===== config.mk =====
export PLATFORM = sky130hd
export DESIGN_NAME = mem_port_arbiter
export DESIGN_NICKNAME = d
export VERILOG_FILES = /design/src/rtl/mem_port_arbiter.sv
export SDC_FILE = /design/constraint.sdc
export NUM_CORES = 1
export LEC_CHECK = 0
export ABC_AREA = 1
export ABC_CLOCK_PERIOD_IN_PS = 1680
export BUFFER_PORTS_ARGS = -buffer_cell sky130_fd_sc_hd__buf_4
export CAP_MARGIN = 15
export CORE_UTILIZATION = 41
export DETAILED_ROUTE_END_ITERATION = 12
export PLACE_DENSITY = 0.65
export SETUP_SLACK_MARGIN = 0.15
export SYNTH_ARGS = -nofsm -noshare
export SYNTH_HDL_FRONTEND = slang
export SYNTH_SLANG_ARGS = --single-unit

===== constraint.sdc =====
create_clock -name CLK -period 1.68 [get_ports CLK]
set_input_delay 0.084 -clock CLK [delete_from_list [all_inputs] [get_ports CLK]]
set_output_delay 0.084 -clock CLK [all_outputs]
set_load 0.01 [all_outputs]

===== src/rtl/mem_port_arbiter.sv =====
// Serialises instruction fetch, data read and data write onto a single-outstanding
// memory port, holding the core with MEM_WAIT until the whole captured batch completes.
module mem_port_arbiter #(
    parameter int TIMEOUT = 256
) (
    input  logic        CLK,
    input  logic        RST,
    input  logic        INST_RDEN,
    input  logic [31:0] INST_RIADDR,
    output logic [31:0] INST_ROADDR,
    output logic        INST_RVALID,
    output logic [31:0] INST_RDATA,
    input  logic        DATA_RDEN,
    input  logic [31:0] DATA_RIADDR,
    output logic [31:0] DATA_ROADDR,
    output logic        DATA_RVALID,
    output logic [31:0] DATA_RDATA,
    input  logic        DATA_WREN,
    input  logic [31:0] DATA_WADDR,
    input  logic [31:0] DATA_WDATA,
    output logic        MEM_WAIT,
    output logic        BUS_REQ,
    output logic        BUS_WE,
    output logic [31:0] BUS_ADDR,
    output logic [31:0] BUS_WDATA,
    input  logic        BUS_ACK,
    input  logic [31:0] BUS_RDATA,
    output logic        BUS_ERR
);

    localparam int CW = (TIMEOUT > 1) ? $clog2(TIMEOUT) : 1;
    localparam logic [CW-1:0] CNT_LAST = CW'(TIMEOUT - 1);

    localparam logic [1:0] S_IDLE = 2'd0;
    localparam logic [1:0] S_XFER = 2'd1;
    localparam logic [1:0] S_DONE = 2'd2;

    logic [1:0]    state_q, state_d;
    logic [2:0]    pend_q, pend_d;     // {W, DR, IR}
    logic [1:0]    rdm_q, rdm_d;       // reads captured in this batch {DR, IR}
    logic [31:0]   iaddr_q, iaddr_d, daddr_q, daddr_d;
    logic [31:0]   waddr_q, waddr_d, wdata_q, wdata_d;
    logic [CW-1:0] cnt_q, cnt_d;
    logic          err_q, err_d;
    logic [31:0]   ires_q, ires_d, dres_q, dres_d;
    logic          breq_q, breq_d, bwe_q, bwe_d, berr_q, berr_d;
    logic [31:0]   baddr_q, baddr_d, bwdata_q, bwdata_d;
    logic          iv_q, iv_d, dv_q, dv_d;
    logic [31:0]   iro_q, iro_d, ird_q, ird_d, dro_q, dro_d, drd_q, drd_d;

    logic          any_req;
    logic          load;
    logic [2:0]    nxt_mask;
    logic [31:0]   src_i, src_d, src_w, src_wd, rres;

    assign any_req  = DATA_WREN | DATA_RDEN | INST_RDEN;
    assign MEM_WAIT = (state_q == S_XFER) || ((state_q == S_IDLE) && any_req);

    always_comb begin
        state_d  = state_q;
        pend_d   = pend_q;
        rdm_d    = rdm_q;
        iaddr_d  = iaddr_q;
        daddr_d  = daddr_q;
        waddr_d  = waddr_q;
        wdata_d  = wdata_q;
        cnt_d    = cnt_q;
        err_d    = err_q;
        ires_d   = ires_q;
        dres_d   = dres_q;
        breq_d   = breq_q;
        bwe_d    = bwe_q;
        baddr_d  = baddr_q;
        bwdata_d = bwdata_q;
        berr_d   = 1'b0;
        iv_d     = 1'b0;
        dv_d     = 1'b0;
        iro_d    = iro_q;
        ird_d    = ird_q;
        dro_d    = dro_q;
        drd_d    = drd_q;
        load     = 1'b0;
        nxt_mask = pend_q;
        src_i    = iaddr_q;
        src_d    = daddr_q;
        src_w    = waddr_q;
        src_wd   = wdata_q;
        rres     = '0;

        case (state_q)
            S_IDLE: begin
                if (any_req) begin
                    pend_d   = {DATA_WREN, DATA_RDEN, INST_RDEN};
                    rdm_d    = {DATA_RDEN, INST_RDEN};
                    iaddr_d  = INST_RIADDR;
                    daddr_d  = DATA_RIADDR;
                    waddr_d  = DATA_WADDR;
                    wdata_d  = DATA_WDATA;
                    err_d    = 1'b0;
                    // First transfer is driven straight from the inputs so BUS_REQ rises next cycle
                    load     = 1'b1;
                    nxt_mask = pend_d;
                    src_i    = INST_RIADDR;
                    src_d    = DATA_RIADDR;
                    src_w    = DATA_WADDR;
                    src_wd   = DATA_WDATA;
                    state_d  = S_XFER;
                end
            end
            S_XFER: begin
                if (!breq_q) begin
                    state_d = S_IDLE;
                end else if (BUS_ACK || (cnt_q == CNT_LAST)) begin
                    // An ack on the last allowed cycle still counts as a normal completion
                    rres = BUS_ACK ? BUS_RDATA : 32'h0;
                    if (!BUS_ACK) err_d = 1'b1;
                    if (pend_q[2]) begin
                        pend_d[2] = 1'b0;
                    end else if (pend_q[1]) begin
                        pend_d[1] = 1'b0;
                        dres_d    = rres;
                    end else begin
                        pend_d[0] = 1'b0;
                        ires_d    = rres;
                    end
                    if (pend_d != 3'b000) begin
                        load     = 1'b1;
                        nxt_mask = pend_d;
                    end else begin
                        breq_d  = 1'b0;
                        bwe_d   = 1'b0;
                        state_d = S_DONE;
                        iv_d    = rdm_q[0];
                        dv_d    = rdm_q[1];
                        if (rdm_q[0]) begin
                            iro_d = iaddr_q;
                            ird_d = ires_d;
                        end
                        if (rdm_q[1]) begin
                            dro_d = daddr_q;
                            drd_d = dres_d;
                        end
                        berr_d = err_d;
                        err_d  = 1'b0;
                    end
                end else begin
                    cnt_d = cnt_q + 1'b1;
                end
            end
            S_DONE:  state_d = S_IDLE;
            default: state_d = S_IDLE;
        endcase

        if (load) begin
            breq_d = 1'b1;
            cnt_d  = '0;
            if (nxt_mask[2]) begin
                bwe_d    = 1'b1;
                baddr_d  = src_w;
                bwdata_d = src_wd;
            end else if (nxt_mask[1]) begin
                bwe_d   = 1'b0;
                baddr_d = src_d;
            end else begin
                bwe_d   = 1'b0;
                baddr_d = src_i;
            end
        end
    end

    always_ff @(posedge CLK or negedge RST) begin
        if (!RST) begin
            state_q  <= S_IDLE;
            pend_q   <= '0;
            rdm_q    <= '0;
            iaddr_q  <= '0;
            daddr_q  <= '0;
            waddr_q  <= '0;
            wdata_q  <= '0;
            cnt_q    <= '0;
            err_q    <= 1'b0;
            ires_q   <= '0;
            dres_q   <= '0;
            breq_q   <= 1'b0;
            bwe_q    <= 1'b0;
            baddr_q  <= '0;
            bwdata_q <= '0;
            berr_q   <= 1'b0;
            iv_q     <= 1'b0;
            dv_q     <= 1'b0;
            iro_q    <= '0;
            ird_q    <= '0;
            dro_q    <= '0;
            drd_q    <= '0;
        end else begin
            state_q  <= state_d;
            pend_q   <= pend_d;
            rdm_q    <= rdm_d;
            iaddr_q  <= iaddr_d;
            daddr_q  <= daddr_d;
            waddr_q  <= waddr_d;
            wdata_q  <= wdata_d;
            cnt_q    <= cnt_d;
            err_q    <= err_d;
            ires_q   <= ires_d;
            dres_q   <= dres_d;
            breq_q   <= breq_d;
            bwe_q    <= bwe_d;
            baddr_q  <= baddr_d;
            bwdata_q <= bwdata_d;
            berr_q   <= berr_d;
            iv_q     <= iv_d;
            dv_q     <= dv_d;
            iro_q    <= iro_d;
            ird_q    <= ird_d;
            dro_q    <= dro_d;
            drd_q    <= drd_d;
        end
    end

    assign BUS_REQ     = breq_q;
    assign BUS_WE      = bwe_q;
    assign BUS_ADDR    = baddr_q;
    assign BUS_WDATA   = bwdata_q;
    assign BUS_ERR     = berr_q;
    assign INST_RVALID = iv_q;
    assign INST_ROADDR = iro_q;
    assign INST_RDATA  = ird_q;
    assign DATA_RVALID = dv_q;
    assign DATA_ROADDR = dro_q;
    assign DATA_RDATA  = drd_q;

endmodule


==> Word level (Yosys, flattened, before mapping) <==
Cells that the tools add are included.
{ "op_classes": {"addsub": 1, "n_eq_ne": 9, "mux": 73, "bitwise_logic": 3, "reduce_logical": 19} }
{ "ops": {"columns": ["operator", "count"], "rows": [
  ["2-to-1 mux 32 bit", 15],
  ["2-to-1 mux 1 bit", 35],
  ["2-to-1 mux 8 bit", 4],
  ["2-to-1 mux 3 bit", 6],
  ["2-to-1 mux 2 bit", 8],
  ["one-hot mux 3 bit (2 select lines)", 2],
  ["AND reduction 3 bit", 4],
  ["AND reduction 5 bit", 2],
  ["adder 8 x 1 -> 8 bit, second input constant", 1],
  ["== test 8 bit, second input constant", 1],
  ["!= test 2 bit, second input constant", 4],
  ["AND reduction 4 bit", 2],
  ["nonzero test 2 bit", 4],
  ["one-hot mux 1 bit (2 select lines)", 2],
  ["one-hot mux 2 bit (2 select lines)", 1],
  ["AND reduction 2 bit", 2],
  ["!= test 3 x 2 -> 1 bit, second input constant", 1],
  ["!= test 3 bit, second input constant", 1],
  ["nonzero test 3 bit", 1],
  ["== test 2 x 1 -> 1 bit, second input constant", 1],
  ["zero test 2 bit", 1],
  ["logical OR 1 bit", 2],
  ["!= test 2 x 1 -> 1 bit, second input constant", 1],
  ["OR 1 bit", 2],
  ["other kinds (2)", 2]
]} }
{ "totals": {"register_bits": 405, "in_bits": 166, "elab_cells": 127} }

==> Longest topological paths before layout <==
{ "depth": {"ltp_word": 12, "mapped_depth": 13} }

==> Least setup slack after synthesis <==
Ideal clock, no wire load.
{ "synth_timing": {"kind": "register to register", "start": "register cnt_q[0]", "end": "register bwdata_q[13], in the netlist BUS_WDATA[13]", "setup_time_ns": 0.127, "arrival_time_ns": 1.604, "path_slack_ns": -0.051, "stages_incl_launch_ff": 13, "path_buffers": 2, "synth_period_minus_slack_ns": 1.731, "cell_sequence": "dfrtp_1 > ha_1 > inv_1 > nor2_4 > nand2_2 > nand2_4 > nand2_1 > nand2_2 > nand3_4 > nand2_2 > buf_6 > buf_6 > o21ai_1"} }
{ "synth_between": {"elab_chain_cells": 6} }
{ "synth_rtl": {"columns": ["item", "line", "rtl"], "rows": [
  ["start, declared", "43", "logic [CW-1:0] cnt_q, cnt_d;"],
  ["start signal, assigned", "203", "cnt_q <= cnt_d;"],
  ["== test 8 bit *", "113", "end else if (BUS_ACK || (cnt_q == CNT_LAST)) begin"],
  ["logical OR 1 bit *", "113", null],
  ["2-to-1 mux 1 bit or 2-to-1 mux 3 bit (tied branches)", "113", null],
  ["2-to-1 mux 1 bit or 2-to-1 mux 3 bit (tied branches)", "111", "if (!breq_q) begin"],
  ["one-hot mux 1 bit (2 select lines) or one-hot mux 3 bit (2 select lines) (tied branches)", "90", "case (state_q)"],
  ["AND reduction 2 bit (no source line) *", null, null],
  ["end signal, assigned", "210", "bwdata_q <= bwdata_d;"],
  ["end, declared", "47", "logic [31:0] baddr_q, baddr_d, bwdata_q, bwdata_d;"]
]} }
Mark *: on every way between the ends. The rest lies on a longest branch, timed or not.
A chain may end at the register's enable or synchronous reset.

==> Worst setup path after layout <==
{ "layout_timing": {"start": "register cnt_q[0]", "end": "register dro_q[9], in the netlist DATA_ROADDR[9]"} }
{ "layout_between": {"elab_chain_cells": 3} }
{ "layout_rtl": {"columns": ["item", "line", "rtl"], "rows": [
  ["== test 8 bit", "113", null],
  ["logical OR 1 bit", "113", null],
  ["AND reduction 5 bit (no source line)", null, null],
  ["end signal, assigned", "216", "dro_q <= dro_d;"],
  ["end, declared", "49", "logic [31:0] iro_q, iro_d, ird_q, ird_d, dro_q, dro_d, drd_q, drd_d;"]
]} }
Every way passes these cells.

==> run metrics <==
synth top area cells dfrtp_1 60%, nand2_1 16%, o21ai_0 6.4%; RePlAce Congestion between 0.8 and 0.9; peak supply drop between 0.9 and 1 mV; Gate Count Post-Synth about 1900; Distinct cells, synth 31; Synth top area share ~60%; startpoint types flip-flop; met3 usage 4.963%; pin count of the biggest net entering global routing approximately 70; HP Class in -> async; area leader, netlist dfrtp_1; min cycle time layout between 1.5 and 2 ns; antenna-violating nets left 0; ys async rst share 100.0%; I/O pin cnt 364; vias after detailed routing between 15000 and 20000; sequential power share about 34%; CTS sink count ~410; worst-path maximum fanout 30; Leak approximately 12 nW; DRT Wirelength ~53000 um; Die Area around 0.042 mm2; row cnt 74; RSZ-0062 raised after global routing true; grt met2 use between 40% and 50%; 1st-pass router iterations 5; Initial Util 41.50%; Synthesis Warnings 0; Overall Global Routing Usage 24.92%; CTS HTree Levels 2; CTS buffer count 45; DRC 0; relative max-transition margin 68.77%; # setup viols final 206; Die Y 205.1 um; initial DRC count ~1000; failing checks negative setup slack; Root Driver clkbuf_16; Port-buffer cells approximately 360; Final Skew between 0.015 and 0.02 ns; Clock Path Buffers 3; fraction of layout cells with a size suffix above 1 26.70%; Post-DP HPWL between 30000 and 40000 um; Tcrit/Tclk final 107.0%; critical path class reg -> reg; worst setup margin -0.1181 ns; initial antenna violation count 2; Final Hold Fails 0; Finished Cell Area around 0.024 mm2; Area Growth Syn to Fin 43.51%; worst skew pair latency between 0.5 and 0.6 ns; Post-synth EDFFs 0; clock power share 20.3%; Mapped Area ~0.017 mm2; first-pass GRT wire length 81640 um; CTS tree done; P_sw around 19 mW; status complete, but fails checks; pwr/cell area 2015 mW/mm2; Final Net Count between 2000 and 3000; CP endpoint kind flip-flop; hold slack between 0.02 and 0.03 ns; combinational share of power a little under half; Place WS -0.08682 ns; switching share of power about 39%; area of placed instances 0.02091 mm2; Final Power 48.89 mW; core area 0.04074 mm2; Internal Power approximately 30 mW; vias in the first global route 15110; Required @ worst endpoint 2.17 ns; Worst Path Arrival approximately 2.3 ns; sequential area share after synthesis 59.95%; Worst-Margin Slew between 0.4 and 0.5 ns; Fmax around 560 MHz; maxcap violations 0; met1 Track Usage GR roughly a third; Synth Register Bits just over 400; syn avg cell area 8.916 um2; Fin Setup TNS -10.85 ns; Avg WL per Cell around 17 um; die width approximately 200 um; Mapped Nets 2063; Vias/cell 5.031; GRT overflow 0; Worst-path clk slew about 0.060 ns; gr busiest metal met2; top_reg_cell synth dfrtp_1; max-slew violations 0
sequential cells by signal, indices dropped and copies added (netlist names), named ones only:
signal,cells
BUS_WDATA,32
INST_ROADDR,32
BUS_ADDR,32
state_q,2
rdm_q,2
err_q,1
BUS_WE,1
iaddr_q,32
DATA_RVALID,1
INST_RDATA,32
pend_q,2
wdata_q,32
daddr_q,32
INST_RVALID,1
BUS_REQ,1
DATA_ROADDR,32
ires_q,32
dres_q,32
waddr_q,32
BUS_ERR,1
DATA_RDATA,32
cnt_q,8
cell usage after synthesis (2+ instances only):
cell type	number
buf_4	14
inv_1	79
nor3_1	4
nor2_1	13
or2_2	29
a21oi_1	5
clkbuf_1	50
o21ai_2	26
xor2_1	3
dfrtp_1	405
xnor2_1	2
nand2_4	3
o21ai_0	217
o31ai_1	3
nand2_2	8
nand2_1	740
nor2_2	5
nand3_1	134
nor2_4	3
inv_2	5
o21ai_1	85
buf_6	22
or2_1	4
buf_2	30
metrics by stage:
step	util [%]	std cells
floorplan	-	1896
global placement	51.33	2784
detailed placement	51.33	2784
CTS	59.12	3013
global route	59.54	3020
finish	59.55	3021
power groups by stage:
stage,clock network [mW],registers [mW],logic (mW)
after floorplan,0,16.9,11.3
after global placement,0,16.4,20.7
after detailed placement,0,16.5,21.0
after CTS,10.2,16.5,22.0
after global routing,10.5,16.9,24.9
final,9.94,16.5,22.5
worst paths after layout:
kind	start	to	slack (ns)	cells past startpoint
hold / removal	RST	ires_q[15]$_DFFE_PN0P_	0.03	2
setup reg to reg	cnt_q[0]$_DFFE_PN0P_	DATA_ROADDR[9]$_DFFE_PN0P_	-0.12	11
setup / recovery	cnt_q[0]$_DFFE_PN0P_	DATA_ROADDR[9]$_DFFE_PN0P_	-0.12	11
hold reg to reg	iaddr_q[15]$_DFF_PN0_	INST_ROADDR[15]$_DFFE_PN0P_	0.47	2
max in group asynchronous	RST	DATA_RDATA[15]$_DFFE_PN0P_	0.90	3
min in group CLK	BUS_RDATA[25]	INST_RDATA[25]$_DFFE_PN0P_	0.03	5
metal layers:
metal,up-vias,wire [um]
li1,7210,-
met1,7310,21420
met2,557,25450
met3,121,3360
met4,0,2360
met5,-,0
logic make-up (layout without fill, tap and decap cells):
kind of cell	count (synthesis)	in the layout	share of synthesized area (%)
simple gates	946	946	23.11
fa+ha+maj	1	1	0.07400
compound gates	337	337	10.61
flops	405	405	59.95
other cells	0	2	0
buf+inv	202	793	6.002
xor+xnor	5	5	0.2591
cell usage in the layout (no fill, tap or decap), drive strengths merged:
cell type	instances
a21oi	5
o22ai	1
o21ai	328
ha	1
clkbuf	70
bufinv	3
clkinvlp	1
or2	33
buf	484
nand4	1
dlygate4sd3	143
nand3	136
nor3	4
xor2	3
clkinv	6
o31ai	3
bufbuf	1
nand2	751
dfrtp	405
inv	85
xnor2	2
nor2	21
diode	2
worst max-delay path: stages (launching register included):
cell and delay (ns):
dfrtp_1 0.36, ha_2 0.20, inv_2 0.04, nor2_4 0.08, nand2_2 0.07, nand2_4 0.12
nand2_4 0.06, nor2_4 0.13, nand2_4 0.15, buf_12 0.20, buf_4 0.15, o21ai_1 0.12
timing repair:
action                                  CTS  global route
gates resized for setup                  41            23
hold buffers                            143             0
endpoints found under the hold margin   622             0
endpoints found under the setup margin  289           317
pin swaps                                 3             1
gates cloned                              4             3
setup buffers                             4             3
final cells by class:
cell class / instances / area, um2
multi-input combinational: 1289 / 5902
inverter: 84 / 327.8
antenna: 2 / 5.005
fill: 3446 / 16480
tap: 532 / 665.6
sequential: 405 / 10140
clock inverter: 11 / 136.4
timing repair buffer: 631 / 5746
clock buffer: 67 / 1341
Note: power is estimated with default switching activity, not from simulation.
